`config.mk`:
```
export PLATFORM = sky130hd
export DESIGN_NAME = taint_sum_monitor
export DESIGN_NICKNAME = d
export VERILOG_FILES = /design/src/rtl/taint_sum_monitor.sv
export SDC_FILE = /design/constraint.sdc
export NUM_CORES = 1
export LEC_CHECK = 0
export ABC_AREA = 1
export CAP_MARGIN = 20
export CORE_MARGIN = 5
export CORE_UTILIZATION = 58
export CTS_BUF_LIST = sky130_fd_sc_hd__clkbuf_4 sky130_fd_sc_hd__clkbuf_8 sky130_fd_sc_hd__clkbuf_16
export CTS_CLUSTER_SIZE = 14
export DETAILED_ROUTE_END_ITERATION = 16
export GPL_ROUTABILITY_DRIVEN = 0
export HOLD_SLACK_MARGIN = 0.15
export PLACE_DENSITY = 0.82
export SLEW_MARGIN = 20
export SYNTH_ARGS = -nofsm -noshare
export SYNTH_HDL_FRONTEND = slang
export SYNTH_SLANG_ARGS = --single-unit
export TNS_END_PERCENT = 5
```
`constraint.sdc`:
```
create_clock -name CLK -period 7.6 [get_ports CLK]
set_input_delay 2.28 -clock CLK [delete_from_list [all_inputs] [get_ports CLK]]
set_output_delay 2.28 -clock CLK [all_outputs]
set_load 0.01 [all_outputs]
```
`src/rtl/taint_sum_monitor.sv`:
```
// taint_sum_monitor
// Snapshots a vector of taint_sum values, then walks it one source per cycle.
// Each source whose value differs from the value last reported for it produces
// a timestamped change record on a valid/ready stream. The sum of all slots
// of the latest snapshot is published on TOTAL.
//
// Ports
//   CLK        clock
//   RST_N      synchronous reset, active low
//   EN         allows a new snapshot to start while idle
//   SRC_SUM    packed source sums, source i at [i*SUM_WIDTH +: SUM_WIDTH]
//   OUT_VALID  change record valid
//   OUT_READY  consumer accepts the record
//   OUT_CYCLE  timestamp of the snapshot the record belongs to
//   OUT_IDX    source index of the record
//   OUT_VALUE  new sum value of that source
//   TOTAL      sum of all slots of the latest snapshot
//   SCAN_DONE  one-cycle pulse when a scan completes
module taint_sum_monitor #(
  parameter int NUM_SRC   = 8,
  parameter int SUM_WIDTH = 16,
  parameter int IDX_WIDTH = 3,
  parameter int CYC_WIDTH = 32
) (
  input  logic                           CLK,
  input  logic                           RST_N,
  input  logic                           EN,
  input  logic [NUM_SRC*SUM_WIDTH-1:0]   SRC_SUM,
  output logic                           OUT_VALID,
  input  logic                           OUT_READY,
  output logic [CYC_WIDTH-1:0]           OUT_CYCLE,
  output logic [IDX_WIDTH-1:0]           OUT_IDX,
  output logic [SUM_WIDTH-1:0]           OUT_VALUE,
  output logic [SUM_WIDTH+IDX_WIDTH-1:0] TOTAL,
  output logic                           SCAN_DONE
);

  localparam int TW = SUM_WIDTH + IDX_WIDTH;
  localparam logic [IDX_WIDTH-1:0] LAST_IDX = IDX_WIDTH'(NUM_SRC - 1);

  typedef enum logic [1:0] {S_IDLE, S_SCAN, S_EMIT} state_t;

  state_t                              r_state, w_next;
  logic [NUM_SRC-1:0][SUM_WIDTH-1:0]   w_src;
  logic [NUM_SRC-1:0][SUM_WIDTH-1:0]   r_snap;
  logic [NUM_SRC-1:0][SUM_WIDTH-1:0]   r_last;
  logic [IDX_WIDTH-1:0]                r_idx;
  logic [CYC_WIDTH-1:0]                r_cyc;
  logic [CYC_WIDTH-1:0]                r_ts;
  logic [TW-1:0]                       w_sum;
  logic                                w_diff;
  logic                                w_last;

  assign w_src  = SRC_SUM;
  assign w_diff = (r_snap[r_idx] != r_last[r_idx]);
  assign w_last = (r_idx == LAST_IDX);

  // Sum is taken straight off the input so TOTAL lands together with snap.
  always_comb begin
    w_sum = '0;
    for (int i = 0; i < NUM_SRC; i++)
      w_sum = w_sum + TW'(w_src[i]);
  end

  always_ff @(posedge CLK) begin
    if (!RST_N) r_state <= S_IDLE;
    else        r_state <= w_next;
  end

  always_comb begin
    w_next = r_state;
    case (r_state)
      S_IDLE: if (EN) w_next = S_SCAN;
      S_SCAN: begin
        if (w_diff)      w_next = S_EMIT;
        else if (w_last) w_next = S_IDLE;
      end
      S_EMIT: if (OUT_READY) w_next = w_last ? S_IDLE : S_SCAN;
      default: w_next = S_IDLE;
    endcase
  end

  always_ff @(posedge CLK) begin
    if (!RST_N) begin
      r_snap    <= '0;
      r_last    <= '0;
      r_idx     <= '0;
      r_cyc     <= '0;
      r_ts      <= '0;
      TOTAL     <= '0;
      OUT_VALID <= 1'b0;
      OUT_CYCLE <= '0;
      OUT_IDX   <= '0;
      OUT_VALUE <= '0;
      SCAN_DONE <= 1'b0;
    end else begin
      r_cyc     <= r_cyc + 1'b1;
      SCAN_DONE <= 1'b0;
      case (r_state)
        S_IDLE: if (EN) begin
          r_snap <= w_src;
          r_ts   <= r_cyc;
          TOTAL  <= w_sum;
          r_idx  <= '0;
        end
        S_SCAN: begin
          if (w_diff) begin
            // Record fields are loaded once here and held through EMIT.
            OUT_VALID <= 1'b1;
            OUT_IDX   <= r_idx;
            OUT_VALUE <= r_snap[r_idx];
            OUT_CYCLE <= r_ts;
          end else if (w_last) begin
            SCAN_DONE <= 1'b1;
          end else begin
            r_idx <= r_idx + 1'b1;
          end
        end
        S_EMIT: if (OUT_READY) begin
          OUT_VALID     <= 1'b0;
          r_last[r_idx] <= r_snap[r_idx];
          if (w_last) SCAN_DONE <= 1'b1;
          else        r_idx     <= r_idx + 1'b1;
        end
        default: ;
      endcase
    end
  end

endmodule

```
# Word level (Yosys, flattened, before mapping)
# Index checks and enable logic that the tools add are counted.
[word_totals]
reg_bits = 397
n_memories = 0
ramBits = 0
rom_bits = 0
out_inout_bits = 72
latch_bits = 0
[op_classes]
magnitude_cmp = 2
mux = 25
n_addsub = 9
n_bitwise = 0
n_eq_ne = 9
shift = 0
n_mul = 0
n_reduce_logical = 10
div_mod_pow = 0
[op_table]
columns = ["operator", "count"]
rows = [
  ["128-bit bitwise mux", 1],
  ["16-bit binary-select mux with 3-bit select", 2],
  ["19-bit by 16-bit adder with 19-bit output", 4],
  ["16-bit demux with 3-bit select", 1],
  ["16-bit 2-to-1 mux", 3],
  ["32-bit by 1-bit adder with 32-bit output, second input constant", 1],
  ["18-bit by 16-bit adder with 19-bit output", 1],
  ["17-bit by 16-bit adder with 18-bit output", 1],
  ["16-bit by 16-bit adder with 17-bit output", 1],
  ["16-bit != test", 1],
  ["3-bit 2-to-1 mux", 4],
  ["3-bit case mux with 3 select lines", 1],
  ["2-bit 2-to-1 mux", 4],
  ["2-bit != test, second input constant", 4],
  ["1-bit 2-to-1 mux", 6],
  ["2-bit case mux with 3 select lines", 1],
  ["2-bit AND reduction", 3],
  ["3-bit AND reduction", 2],
  ["3-bit by 4-bit less-than comparator with 1-bit output, second input constant", 1],
  ["1-bit case mux with 2 select lines", 2],
  ["4-bit AND reduction", 1],
  ["3-bit by 1-bit adder with 3-bit output, second input constant", 1],
  ["3-bit == test, second input constant", 1],
  ["3-bit by 1-bit >= comparator with 1-bit output, second input constant", 1],
  ["7 further kinds", 7],
]

# Logic depth before layout (Yosys ltp)
[depth]
ltp_word = 7
mapped_depth = 22

# Worst setup path after synthesis
# No wires, ideal clock.
[synth_timing]
path_type = "input -> register"
start = "input port SRC_SUM[2]"
end = "register TOTAL[16]"
t_arrival_ns = 6.293
path_stages = 19
setup_ns = 0.115
slack_ns = 1.191
path_cell_list = "inv_1 -> fa_1 -> inv_1 -> fa_1 -> fa_1 -> inv_1 -> fa_1 -> inv_1 -> ha_1 -> fa_1 -> nand3_1 -> nand2_1 -> a21oi_1 -> o21ai_0 -> a21oi_1 -> o21ai_0 -> xor2_1 -> o21ai_0 -> inv_1"
[synth_between]
elab_chain_cells = 7
[synth_rtl]
columns = ["item", "line", "rtl"]
rows = [
  ["start: declaration", "28", "input logic [NUM_SRC*SUM_WIDTH-1:0] SRC_SUM,"],
  ["16-bit by 16-bit adder with 17-bit output", "62", "w_sum = w_sum + TW'(w_src[i]);"],
  ["17-bit by 16-bit adder with 18-bit output", "62", ""],
  ["18-bit by 16-bit adder with 19-bit output", "62", ""],
  ["19-bit by 16-bit adder with 19-bit output (4 in a row)", "62", ""],
  ["end signal: assignment", "103", "TOTAL <= w_sum;"],
  ["end: declaration", "34", "output logic [SUM_WIDTH+IDX_WIDTH-1:0] TOTAL,"],
]
# Every way passes these cells.
# A chain may end at the register's enable or synchronous reset.

# Final worst setup path
# Ends and elaborated chain as after synthesis.

==> results_dict.tcl <==
set metrics [dict create \
    outcome "complete, no violations" \
    p_per_area_nw_per_um2 402.0 \
    crit_fanout 2 \
    die_w_um 197.9 \
    cts_buffers 41 \
    endpoint_kind "flop" \
    min_period_ns 6.850 \
    drt-pass1-iter-count 5 \
    fin_util_pct 68.86 \
    grt_pass1_vias 17960 \
    min_period_over_period_pct 90.13 \
    portBuffers 203 \
    ir_worst_vdd_mv 0.2291 \
    nNetsFinal 3180 \
    yosysUniqueCellTypes 38 \
    clock_skew_ns 0.01971 \
    worstSetupPathType "in -> reg" \
    grt_pass1_wl_um 91960 \
    pre_cts_ws_ns 0.2254 \
    whs_ns 0.4543 \
    synth-seq-cells 397 \
    pin_count 204 \
    hp-class "reg -> reg" \
    layout-drive-gt1-share_pct 4.900 \
    grt_max_degree 138 \
    syn_nets 3075 \
    drv_slew 0 \
    cts_setup_buffers 0 \
    hold_violations 0 \
    worstMarginPinSlew_ns 1.119 \
    arrival_ns 7.29 \
    ant_nets 0 \
    clk_latency_ns 0.55 \
    syn_to_final_growth_pct 16.68 \
    die-height_um 197.9 \
    ys_seq_area_share_pct 38.80 \
    synth-edff-count 0 \
    grt.total_usage_pct 28.94 \
    syn_inst 2822 \
    crit_required_ns 8.04 \
    post_cts_resized 0 \
    cts_root_buf "clkbuf_16" \
    holdBufCountCts 0 \
    wirelength_um 57750 \
    rsz0062_at_grt "false" \
    via_per_inst 5.456 \
    setup_viol 0 \
    clockBufferDepth 3 \
    p_leak_nw 10.76 \
    setup_tns_ns 0 \
    rows 68 \
    fin_ws_ns 0.7498 \
    yosysWarnings 0 \
    initial_core_util_pct 59.01 \
    vias 18640 \
    path_clk_slew_ns 0.06 \
    syn_area_um2 20490 \
    fmax_mhz 146.0 \
    antenna_found_initial 7 \
    slew_headroom_pct 25.24 \
    fp.coreArea_um2 34710 \
    grt_overflow 0 \
    cts_tree "yes" \
    cts.sinks 397 \
    first_iter_violations 1597 \
    drc_errors 0 \
    synthFlopType "dfxtp_1" \
    crit_path_start_kind "primary input" \
    wl_per_cell_um 16.90 \
    design.die.area_um2 39180 \
    avgSynthCellArea_um2 7.259 \
    async_flop_share_pct 0 \
    fillers 2782 \
    maxCapViolCount 0 \
    h-tree-depth 2 \
    place_hpwl_um 40330 \
]
## cells in the mapped netlist (33+ instances only)
cell,n,area share (%)
inv_1,532,9.7
nand2_1,421,7.7
dfxtp_1,397,39
o21ai_0,341,8.3
a21oi_1,311,7.6
nor2_1,246,4.5
clkbuf_1,106,1.9
nand3_1,105,2.6
fa_1,95,9.3
o21ai_1,39,0.95
o211ai_1,34,1.2
buf_2,33,0.81
## critical path, cell delays in order
cell             delay, ns
clkdlybuf4s50_1       0.49
inv_1                 0.06
fa_1                  0.56
inv_1                 0.07
fa_1                  0.50
fa_1                  0.54
inv_1                 0.05
fa_1                  0.53
inv_1                 0.04
ha_1                  0.22
fa_1                  0.41
nand3_1               0.10
nand2_1               0.09
a21oi_1               0.35
o21ai_0               0.19
a21oi_1               0.25
o21ai_0               0.18
xor2_1                0.17
o21ai_0               0.16
inv_1                 0.06
## area by class of cell
| type | count | area, um^2 | share of cell area (%) |
|---|---|---|---|
| multi-input cells | 1725 | 9757 | 40.82 |
| flip-flops and latches | 397 | 7951 | 33.27 |
| repair buffers | 222 | 2178 | 9.113 |
| inverters | 540 | 2027 | 8.480 |
| clock buffers | 60 | 1237 | 5.177 |
| well taps | 455 | 569.3 | 2.382 |
| clock inverters | 15 | 175.2 | 0.7328 |
| diodes | 3 | 7.507 | 0.03141 |
## sequential cells by signal (all words and copies together) (netlist names), 2 cells and up
register	cells
OUT_CYCLE	32
OUT_IDX	3
OUT_VALUE	16
TOTAL	19
r_cyc	32
r_idx	3
r_last	128
r_snap	128
r_state	2
r_ts	32
## final timing paths
| kind | slack [ns] | start | cells after the start | end |
|---|---|---|---|---|
| worst max-delay path | 0.75 | SRC_SUM[2] | 20 | TOTAL[16] |
| worst min-delay path | 0.45 | r_snap[97] | 2 | r_snap[97] |
| worst max register to register | 2.51 | r_idx[0] | 16 | OUT_VALID |
| worst min register to register | 0.45 | r_snap[97] | 2 | r_snap[97] |
## layer usage
layer	GRT usage [%]	share of wire, %
met5	0	0.11
met4	14.44	5.5
met3	5.649	8.4
met2	47.88	47
met1	36.28	39
## layout by cell type (no fill, tap or decap), drive strengths merged
| master | netlist | routed |
|---|---|---|
| nand4 | 10 | 10 |
| nor3 | 18 | 18 |
| inv | 540 | 543 |
| o21a | 6 | 6 |
| clkdlybuf4s50 | 0 | 202 |
| buf | 54 | 19 |
| clkinvlp | 0 | 1 |
| ha | 26 | 26 |
| o21ai | 381 | 381 |
| nand3 | 106 | 106 |
| clkinv | 0 | 8 |
| xnor2 | 5 | 5 |
| diode | 0 | 3 |
| bufinv | 0 | 3 |
| nor2 | 267 | 267 |
| clkbuf | 106 | 61 |
| and3 | 1 | 1 |
| or2 | 13 | 13 |
| dfxtp | 397 | 397 |
| a31oi | 1 | 1 |
| a211oi | 3 | 3 |
| nor4 | 3 | 3 |
| nand2 | 429 | 429 |
| o211ai | 34 | 34 |
| nor3b | 1 | 1 |
| o31ai | 1 | 1 |
| fa | 95 | 95 |
| xor2 | 9 | 9 |
| a21oi | 311 | 311 |
| a21o | 2 | 2 |
| nand3b | 2 | 2 |
| a221oi | 1 | 1 |
## power by group
part,internal (mW),leakage [nW],switching [mW],total (mW)
registers,2.54,3.25,0.244,2.78
logic,1.67,6.79,3.06,4.74
clock network,1.24,0.714,0.853,2.09
## cells by family (layout without fill, tap and decap cells)
| group | Yosys count | after routing | share of synthesized area, % |
|---|---|---|---|
| simple gates | 850 | 850 | 17.44 |
| buf+inv | 700 | 837 | 13.61 |
| xor+xnor | 14 | 14 | 0.5986 |
| fa+ha+maj | 121 | 121 | 10.87 |
| compound gates | 740 | 740 | 18.68 |
| other cells | 0 | 3 | 0 |
| flops | 397 | 397 | 38.80 |
## per-stage QoR
stage | std cells | area, um^2 | power [mW]
floorplan | 2822 | 20490 | 6.012
global placement | 3339 | 22480 | 7.309
detailed placement | 3339 | 22480 | 7.447
CTS | 3414 | 23900 | 9.573
global route | 3415 | 23900 | 10.30
finish | 3417 | 23900 | 9.609
Power figures use the tool's default switching activity.
